File: src/rtl/keypad_scan_ctrl.sv
// keypad_scan_ctrl
//   Autonomous 4x4 active-low keypad scanner behind an Avalon-MM slave.
//   It drives one column low at a time and samples the synchronized rows.
//   A full-matrix snapshot is accepted after DEBOUNCE identical scans.
//   Newly pressed keys are queued as 4-bit codes {row, col} in a FIFO.
//
// Ports
//   clk, reset_n            clock, async active-low reset
//   address[1:0]            register select: 0 DATA, 1 STATUS, 2 CONTROL, 3 reserved
//   chipselect, write_n,    zero-wait-state slave strobes; a DATA read pops the FIFO
//   read_n, writedata[7:0]
//   readdata[7:0]           combinational register read mux
//   row_in[3:0]             keypad rows (async, active-low, pulled up)
//   col_out[3:0]            keypad columns, one driven low while scanning
//   irq                     level interrupt: irq_en & FIFO non-empty
//
// state | meaning
// IDLE  | scanning disabled, all columns released
// SCAN  | one column driven low; rows sampled at the end of each column step
// CMP   | one cycle: compare snapshot to previous scan and update debounce
// EMIT  | 16 cycles: push the code of each newly pressed key, in code order
module keypad_scan_ctrl #(
  parameter int SCAN_DIV   = 1000,
  parameter int DEBOUNCE   = 3,
  parameter int FIFO_DEPTH = 4
) (
  input  logic       clk,
  input  logic       reset_n,
  input  logic [1:0] address,
  input  logic       chipselect,
  input  logic       write_n,
  input  logic       read_n,
  input  logic [7:0] writedata,
  output logic [7:0] readdata,
  input  logic [3:0] row_in,
  output logic [3:0] col_out,
  output logic       irq
);
  localparam int STEP_W = $clog2(SCAN_DIV);
  localparam int PTR_W  = $clog2(FIFO_DEPTH);
  localparam int CNT_W  = PTR_W + 1;

  typedef enum logic [1:0] {ST_IDLE, ST_SCAN, ST_CMP, ST_EMIT} state_t;

  state_t            state_q;
  logic [3:0]        row_s1_q, row_s2_q;
  logic              scan_en_q, irq_en_q, ovf_q;
  logic [1:0]        col_q;
  logic [STEP_W-1:0] step_q;
  logic [3:0]        stable_q;
  logic [15:0]       snap_q, prev_q, acc_q, new_mask_q;
  logic [3:0]        emit_q;
  logic [3:0]        col_out_q;
  logic [3:0]        mem_q [FIFO_DEPTH];
  logic [PTR_W-1:0]  wr_ptr_q, rd_ptr_q;
  logic [CNT_W-1:0]  count_q;

  logic        wr_en, rd_en, fifo_empty, fifo_full;
  logic        pop, flush, push_req, push_ok;
  logic        snap_eq, accept;
  logic [3:0]  stable_d;
  logic [15:0] new_mask_d;
  logic [2:0]  cnt_sat;
  logic        unused_wdata;

  assign unused_wdata = ^writedata[7:3];

  assign wr_en      = chipselect & ~write_n;
  assign rd_en      = chipselect & ~read_n;
  assign fifo_empty = (count_q == '0);
  assign fifo_full  = (count_q == CNT_W'(FIFO_DEPTH));
  assign pop        = rd_en & (address == 2'd0) & ~fifo_empty;
  assign flush      = wr_en & (address == 2'd2) & writedata[2];

  // Snapshot bit index is col*4+row while the emitted code is row*4+col,
  // so the EMIT index is transposed when selecting the mask bit.
  assign push_req = (state_q == ST_EMIT) & new_mask_q[{emit_q[1:0], emit_q[3:2]}];
  assign push_ok  = push_req & (~fifo_full | pop);

  assign snap_eq    = (snap_q == prev_q);
  assign stable_d   = !snap_eq ? 4'd0 : ((stable_q == 4'hF) ? stable_q : stable_q + 4'd1);
  assign accept     = snap_eq & (stable_d >= 4'(DEBOUNCE - 1));
  assign new_mask_d = snap_q & ~acc_q;

  assign col_out = col_out_q;
  assign irq     = irq_en_q & ~fifo_empty;

  always_ff @(posedge clk or negedge reset_n) begin
    if (!reset_n) begin
      row_s1_q <= 4'hF;
      row_s2_q <= 4'hF;
    end else begin
      row_s1_q <= row_in;
      row_s2_q <= row_s1_q;
    end
  end

  always_ff @(posedge clk or negedge reset_n) begin
    if (!reset_n) begin
      state_q    <= ST_IDLE;
      col_q      <= 2'd0;
      step_q     <= '0;
      stable_q   <= 4'd0;
      snap_q     <= 16'h0;
      prev_q     <= 16'h0;
      acc_q      <= 16'h0;
      new_mask_q <= 16'h0;
      emit_q     <= 4'd0;
      col_out_q  <= 4'b1111;
    end else if (!scan_en_q) begin
      state_q    <= ST_IDLE;
      col_q      <= 2'd0;
      step_q     <= '0;
      stable_q   <= 4'd0;
      snap_q     <= 16'h0;
      prev_q     <= 16'h0;
      acc_q      <= 16'h0;
      new_mask_q <= 16'h0;
      emit_q     <= 4'd0;
      col_out_q  <= 4'b1111;
    end else begin
      case (state_q)
        ST_IDLE: begin
          state_q   <= ST_SCAN;
          col_q     <= 2'd0;
          step_q    <= STEP_W'(SCAN_DIV - 1);
          col_out_q <= 4'b1110;
        end
        ST_SCAN: begin
          // Down-counter; terminal count 0 is the last cycle of a column.
          if (step_q == '0) begin
            snap_q[{col_q, 2'b00} +: 4] <= ~row_s2_q;
            if (col_q == 2'd3) begin
              state_q   <= ST_CMP;
              col_q     <= 2'd0;
              col_out_q <= 4'b1111;
            end else begin
              col_q     <= col_q + 2'd1;
              step_q    <= STEP_W'(SCAN_DIV - 1);
              col_out_q <= ~(4'b0001 << (col_q + 2'd1));
            end
          end else begin
            step_q <= step_q - STEP_W'(1);
          end
        end
        ST_CMP: begin
          stable_q   <= stable_d;
          prev_q     <= snap_q;
          new_mask_q <= accept ? new_mask_d : 16'h0;
          if (accept) acc_q <= snap_q;
          if (accept && (new_mask_d != 16'h0)) begin
            state_q <= ST_EMIT;
            emit_q  <= 4'd0;
          end else begin
            state_q   <= ST_SCAN;
            step_q    <= STEP_W'(SCAN_DIV - 1);
            col_out_q <= 4'b1110;
          end
        end
        ST_EMIT: begin
          emit_q <= emit_q + 4'd1;
          if (emit_q == 4'd15) begin
            state_q    <= ST_SCAN;
            new_mask_q <= 16'h0;
            step_q     <= STEP_W'(SCAN_DIV - 1);
            col_out_q  <= 4'b1110;
          end
        end
        default: begin
          state_q   <= ST_IDLE;
          col_out_q <= 4'b1111;
        end
      endcase
    end
  end

  always_ff @(posedge clk or negedge reset_n) begin
    if (!reset_n) begin
      scan_en_q <= 1'b0;
      irq_en_q  <= 1'b0;
      ovf_q     <= 1'b0;
    end else begin
      if (wr_en && address == 2'd2) begin
        scan_en_q <= writedata[0];
        irq_en_q  <= writedata[1];
      end
      // A new drop wins over a simultaneous clear so the event is not lost.
      if (push_req && fifo_full && !pop && !flush) ovf_q <= 1'b1;
      else if (wr_en && address == 2'd1 && writedata[2]) ovf_q <= 1'b0;
    end
  end

  always_ff @(posedge clk or negedge reset_n) begin
    if (!reset_n) begin
      wr_ptr_q <= '0;
      rd_ptr_q <= '0;
      count_q  <= '0;
      for (int i = 0; i < FIFO_DEPTH; i++) mem_q[i] <= 4'h0;
    end else if (flush) begin
      wr_ptr_q <= '0;
      rd_ptr_q <= '0;
      count_q  <= '0;
    end else begin
      if (push_ok) begin
        mem_q[wr_ptr_q] <= emit_q;
        wr_ptr_q        <= wr_ptr_q + PTR_W'(1);
      end
      if (pop) rd_ptr_q <= rd_ptr_q + PTR_W'(1);
      count_q <= count_q + CNT_W'(push_ok) - CNT_W'(pop);
    end
  end

  always_comb begin
    cnt_sat = (32'(count_q) > 7) ? 3'd7 : 3'(count_q);
  end

  always_comb begin
    readdata = 8'h00;
    case (address)
      2'd0: if (!fifo_empty) readdata = {1'b1, 3'b000, mem_q[rd_ptr_q]};
      2'd1: readdata = {1'b0, cnt_sat, scan_en_q, ovf_q, fifo_full, ~fifo_empty};
      2'd2: readdata = {6'b0, irq_en_q, scan_en_q};
      default: readdata = 8'h00;
    endcase
  end
endmodule

File: config.mk
export PLATFORM = sky130hd
export DESIGN_NAME = keypad_scan_ctrl
export DESIGN_NICKNAME = d
export VERILOG_FILES = /design/src/rtl/keypad_scan_ctrl.sv
export SDC_FILE = /design/constraint.sdc
export NUM_CORES = 1
export LEC_CHECK = 0
export CORE_MARGIN = 2
export CORE_UTILIZATION = 55
export CTS_BUF_LIST = sky130_fd_sc_hd__clkbuf_2 sky130_fd_sc_hd__clkbuf_4 sky130_fd_sc_hd__clkbuf_8
export DETAILED_ROUTE_END_ITERATION = 12
export HOLD_SLACK_MARGIN = 0.08
export PLACE_DENSITY = 0.77
export SLEW_MARGIN = 20
export SYNTH_ARGS = -nofsm -noshare
export SYNTH_HDL_FRONTEND = slang
export SYNTH_SLANG_ARGS = --single-unit
File: constraint.sdc
create_clock -name clk -period 2.1 [get_ports clk]
set_input_delay 0.21 -clock clk [delete_from_list [all_inputs] [get_ports clk]]
set_output_delay 0.21 -clock clk [all_outputs]
set_load 0.01 [all_outputs]
; ---- Yosys cells after proc, flatten, opt, wreduce, memory -nomap -nowiden
; Cells that the tools add are included.
; W data, S select, Z words.
[totals]
reg_bits = 124
inputBits = 19
out_inout_bits = 13
wordCells = 169
[classes]
n_addsub = 9
order_cmp = 5
n_eq_ne = 22
n_shift = 3
mux = 59
n_bitwise = 22
n_reduce_logical = 27
[ops]
columns = cell, n
row1 = $mux W16, 11
row2 = $mux W4, 14
row3 = $mux W10, 5
row4 = $pmux W10 S4, 1
row5 = $bwmux W16, 2
row6 = $pmux W16 S2, 1
row7 = $mux W2, 12
row8 = $pmux W8 S3, 1
row9 = $and A16 B16 Y16, 1
row10 = $eq A16 B16 Y1, 1
row11 = $not A16 Y16, 1
row12 = $pmux W4 S4, 1
row13 = $reduce_bool A16 Y1, 1
row14 = $shift A4 B6 Y16 const A, 1
row15 = $shiftx A4 B6 Y16, 1
row16 = $ne A3 B3 Y1 const B, 4
row17 = $reduce_and A2 Y1, 6
row18 = $and A1 B1 Y1, 10
row19 = $logic_not A10 Y1, 1
row20 = $sub A10 B1 Y10 const B, 1
row21 = $reduce_and A3 Y1, 3
row22 = $add A4 B1 Y4 const B, 2
row23 = $bmux W4 S2, 1
row24 = $demux W4 S2, 1
row25 = other kinds (33), 64

; ---- Depth between registers and ports, before layout
[logic_depth]
word_depth = 9
mapped_depth = 10
mapped_depth_nobuf = 9

; ---- Least setup slack after synthesis
; No wires, ideal clock.
[synth_path]
path_kind = reg-to-reg
startpoint = register stable_q[0]
endpoint = register col_out_q[1], in the netlist col_out[1]
setup_ns = 0.102
arrival_time_ns = 2.223
required_time_ns = 1.998
slack_ns = -0.225
path_stages_with_launch = 8
path_buffers = 0
period_less_slack_ns = 2.325
path_cell_list = dfrtp_1 > ha_1 > a21boi_0 > a21oi_1 > nor3_1 > a2111oi_4 > a2111oi_0 > a2bb2oi_1
[synth_via]
elab_chain_len = 8
word_cells_on_any_way = 9
cone_classes = 1 x add/sub / 1 x order compare / 2 x eq/ne / 2 x mux / 1 x bitwise / 2 x reduce/logical
[synth_lines]
columns = element, line_no
row1 = start: declaration, 50  ; logic [3:0] stable_q;
row2 = start signal: assignment, 147  ; stable_q <= stable_d;
row3 = $add A4 B1 Y4 or $eq A4 B4 Y1 (tied branches), 81  ; assign stable_d = !snap_eq ? 4'd0 : ((stable_q == 4'hF) ? stable_q : stable_q + 4'd1);
row4 = $mux W4 (*) (2 in series), 81
row5 = $ge A4 B2 Y1 (*), 82  ; assign accept = snap_eq & (stable_d >= 4'(DEBOUNCE - 1));
row6 = $and A1 B1 Y1 (*), 82
row7 = $logic_and A1 B1 Y1 (*), 151  ; if (accept && (new_mask_d != 16'h0)) begin
row8 = $ne A3 B3 Y1 (no source line) (*), n/a
row9 = $reduce_and A3 Y1 (no source line) (*), n/a
row10 = end signal: assignment, 140  ; col_out_q <= ~(4'b0001 << (col_q + 2'd1));
row11 = end: declaration, 53  ; logic [3:0] col_out_q;
; Mark *: on every way between the ends. The rest lies on a longest branch, timed or not.
; A chain may end at the register's enable or synchronous reset.

; ---- Worst setup path in the final report
[layout_path]
startpoint = register snap_q[3]
endpoint = register emit_q[3]
[layout_via]
elab_chain_len = 7
word_cells_on_any_way = 9
cone_classes = 1 x order compare / 2 x eq/ne / 1 x mux / 2 x bitwise / 3 x reduce/logical
[layout_lines]
columns = element, line_no
row1 = start: declaration, 51  ; logic [15:0] snap_q, prev_q, acc_q, new_mask_q;
row2 = start signal: indexed assignment, 132  ; snap_q[{col_q, 2'b00} +: 4] <= ~row_s2_q;
row3 = $eq A16 B16 Y1, 80  ; assign snap_eq = (snap_q == prev_q);
row4 = $mux W4, 81
row5 = $ge A4 B2 Y1, 82
row6 = $and A1 B1 Y1, 82
row7 = $logic_and A1 B1 Y1 (*), 151
row8 = $ne A3 B3 Y1 (no source line) (*), n/a
row9 = $reduce_and A2 Y1 (no source line) (*), n/a
row10 = end signal: assignment, 161  ; emit_q <= emit_q + 4'd1;
row11 = end: declaration, 52  ; logic [3:0] emit_q;
; Marked as above.

==> results.tsv <==
stage	metric	value	unit
outcome	outcome	finished with violations	
outcome	violated checks	setup timing	
clocking	TritonCTS buffer count	17	
route	Residual DRC	0	
worst_hold_path	type of the tightest min-delay check	in2reg	
route	post-DR wirelength/cell	19.3	um
final_layout	diode count	0	
floorplanning	Core Area	0.0113	sq mm
power	Power Density	786	mW/mm^2
global_route	largest net degree at the start of global routing	48	
final_layout	nets@finish	746	
final_layout	Layout Area Growth over Synthesis	30.6	%
sta	part of the cycle the worst path needs	1.15	
yosys	Syn Nets	639	
sta	Slew @ Worst Pin	525	ps
critical_path	CP Capture Type	register	
critical_path	WP data required	2390	ps
clocking	Worst-Skew Late Latency	460	ps
route	antenna viol nets, final	0	
critical_path	Largest stage delay, worst path	500	ps
critical_path	crit-path most repeated cell	nand4_1	
critical_path	Crit-path slowest cell	a2111o_1	
yosys	FFs w/ async S/R, synth	1.00	
yosys	Seq cells post-synth	124	
flow_run	maximum capacitance violations	0	
clocking	clk root buf	clkbuf_8	
yosys	number of synthesized flops with an enable pin	0	
critical_path	worst path bufs/invs	2	
placed_design	PortBufs	26	
yosys	Syn. warnings	0	
route	post-DR vias/cell	6.05	
critical_path	crit path DAT	2710	ps
sta	RSZ-0062 raised after global routing	true	
floorplanning	Initial Utilization	0.558	
sta	Fin Setup TNS	-7790	ps
global_route	first-pass GRT wire length	25700	um
sta	final hold violations	0	
clocking	H-tree levels	4	
global_route	number of global-route vias before repair	5354	
floorplanning	Site Rows	39	
yosys	sequential-to-total area share from yosys stat	0.493	
sta	Final Critical Period	2410	ps
sta	Final setup viols	51	
floorplanning	Ports	32	
placed_design	RePlAce Congestion	0.891	
critical_path	Worst Setup Start Kind	register	
floorplanning	Chip Height	111	um
critical_path	cell family with the largest share of critical-path delay	simple AND/OR/NAND/NOR gates	
critical_path	critical-path cell list	xor2_2 -> nor4_4 -> nand4_4 -> a2111o_1 -> buf_6 -> buf_4 -> nand4_1 -> nand4_1	
route	First-pass DRT Iterations	5	
yosys	Primary FF master, synth	dfrtp_1	
clocking	TritonCTS clock tree	yes	
floorplanning	die area	0.0124	sq mm
sta	worst setup margin	-312	ps
final_layout	Util after Layout	0.729	
global_route	total track usage	0.261	
yosys	Syn Inst Count	602	
global_route	GR Overflow Total	0	
yosys	Unique masters post-synth	63	
global_route	initial antenna violation count	0	
sta	Slew Limit Fails	0	
yosys	Mapped Area	0.00632	sq mm
route	via count	5233	
clocking	CTS Buffer Depth	2	
final_layout	commonest non-fill, non-tap cells in the layout	dfrtp_1 (109), buf_4 (76), nor2_1 (65)	
clocking	clock sink total	124	
final_layout	most common cell after layout, fill and taps aside	dfrtp_1	
sta	clk_skew	20.6	ps
placed_design	pre-CTS setup slack	-528	ps
route	post-detailed-routing wire length	16700	um
route	initial drt markers	356	
critical_path	CP Max Fanout	5	
yosys	Syn Area/Cell	10.5	sq um
sta	Slew Limit Headroom	0.650	
placed_design	Detail Placement HPWL	10400	um
power	maximum VDD drop	0.000626	V
floorplanning	die width	111	um
final_layout	ratio of cells with drive above 1 in the final layout	0.350	
power	Pleak	3.63	nW
final_layout	fill cell count	744	
final_layout	FF/Latch Area	0.00312	sq mm
critical_path	Setup Crit Path Kind	reg2reg	
clocking	clk slew on worst S/H paths	70	ps
sta	FMAX	415	MHz
final_layout	multi-input combinational cell area	0.00346	sq mm
power	overall power	6.49	mW
==> synth_stat cells (5+ instances only) <==
cell type  count  area share
a21oi_1        8      0.0063
a22oi_1        5      0.0059
a32o_1         7       0.011
and2_1         5      0.0049
buf_1          6      0.0036
clkbuf_1      21       0.012
dfrtp_1      112        0.44
dfstp_2       12       0.050
ha_1          17       0.034
inv_1         17       0.010
mux2_2        21       0.037
mux2i_1       40       0.063
nand2_1       50       0.030
nand2b_1      18       0.018
nand3_1       30       0.024
nand4_1       11       0.011
nor2_1        70       0.042
nor2b_1        6      0.0059
nor3_1        13       0.010
o21ai_0       33       0.026
o31ai_1       12       0.014
xor2_1        17       0.024
==> worst register-to-register path, stage by stage (launching register included) <==
cell	delay (ps)
dfrtp_1	450
xor2_2	190
nor4_4	370
nand4_4	200
a2111o_1	500
buf_6	160
buf_4	140
nand4_1	100
nand4_1	150
==> logic make-up after synthesis <==
family | synth area share
AOI/OAI and AO/OA | 0.106
xor gates and xnor gates | 0.0291
adders and majority gates | 0.0368
buffers and inverters | 0.0289
DFF | 0.493
muxes | 0.115
and+or+nand+nor | 0.191
==> registers in the layout, indices dropped and copies added (netlist names) <==
| register | cells |
|---|---|
| new_mask_q | 16 |
| scan_en_q | 1 |
| col_out | 4 |
| col_q | 2 |
| snap_q | 16 |
| ovf_q | 1 |
| stable_q | 4 |
| wr_ptr_q | 2 |
| mem_q | 16 |
| prev_q | 16 |
| rd_ptr_q | 2 |
| cnt_sat | 3 |
| row_s2_q | 4 |
| acc_q | 16 |
| row_s1_q | 4 |
| step_q | 10 |
| irq_en_q | 1 |
| state_q | 2 |
| emit_q | 4 |
==> worst paths after layout <==
| check | from | end | slack [ps] | depth (start not counted) |
|---|---|---|---|---|
| setup / recovery | snap_q[3]$_DFFE_PN0P_ | emit_q[3]$_DFFE_PN0P_ | -310 | 8 |
| hold / removal | row_in[0] | row_s1_q[0]$_DFF_PN1_ | 160 | 1 |
| setup reg to reg | snap_q[3]$_DFFE_PN0P_ | emit_q[3]$_DFFE_PN0P_ | -310 | 8 |
| hold reg to reg | row_s1_q[2]$_DFF_PN1_ | row_s2_q[2]$_DFF_PN1_ | 360 | 0 |
| max in group asynchronous | reset_n | col_out[3]$_DFFE_PN1P_ | 1120 | 3 |
| min in group asynchronous | reset_n | acc_q[3]$_DFFE_PN0P_ | 290 | 2 |
==> metrics by stage <==
stage	cells	area (sq um)	hold WS [ps]
2_1_floorplan	602	6390	-85.6
3_3_place_gp	812	7290	216
3_5_place_dp	812	7290	219
4_1_cts	853	7890	143
5_1_grt	865	8260	142
6_report	865	8260	159
==> routing by layer <==
metal,vias to the layer above,wire (um),global-route usage
met1,2648,6690,0.315
met4,0,525,0.0988
met2,182,8710,0.450
met5,-,0,0
met3,47,737,0.0689
li1,2356,-,-
==> what timing repair did <==
| item | in CTS | in global routing |
|---|---|---|
| hold buffers | 1 | 0 |
| cloned | 1 | 1 |
| hold endpoints to repair | 32 | 0 |
| setup endpoints to repair | 80 | 79 |
| buffers inserted | 9 | 12 |
| pin swaps | 21 | 38 |
| resized for setup | 60 | 71 |
==> power breakdown <==
| part | total, mW | switching [mW] | internal, mW |
|---|---|---|---|
| clock network | 2.05 | 0.977 | 1.07 |
| logic | 1.69 | 0.904 | 0.790 |
| registers | 2.75 | 0.190 | 2.56 |
| total | 6.49 | 2.07 | 4.42 |
==> final cells by class <==
| class | instances | area share |
|---|---|---|
| inverter | 17 | 0.00773 |
| tap | 143 | 0.0217 |
| sequential | 124 | 0.378 |
| clock buffer | 22 | 0.0359 |
| clock inverter | 10 | 0.0111 |
| multi-input combinational | 432 | 0.419 |
| timing repair buffer | 117 | 0.127 |
(Power assumes the default switching activity.)
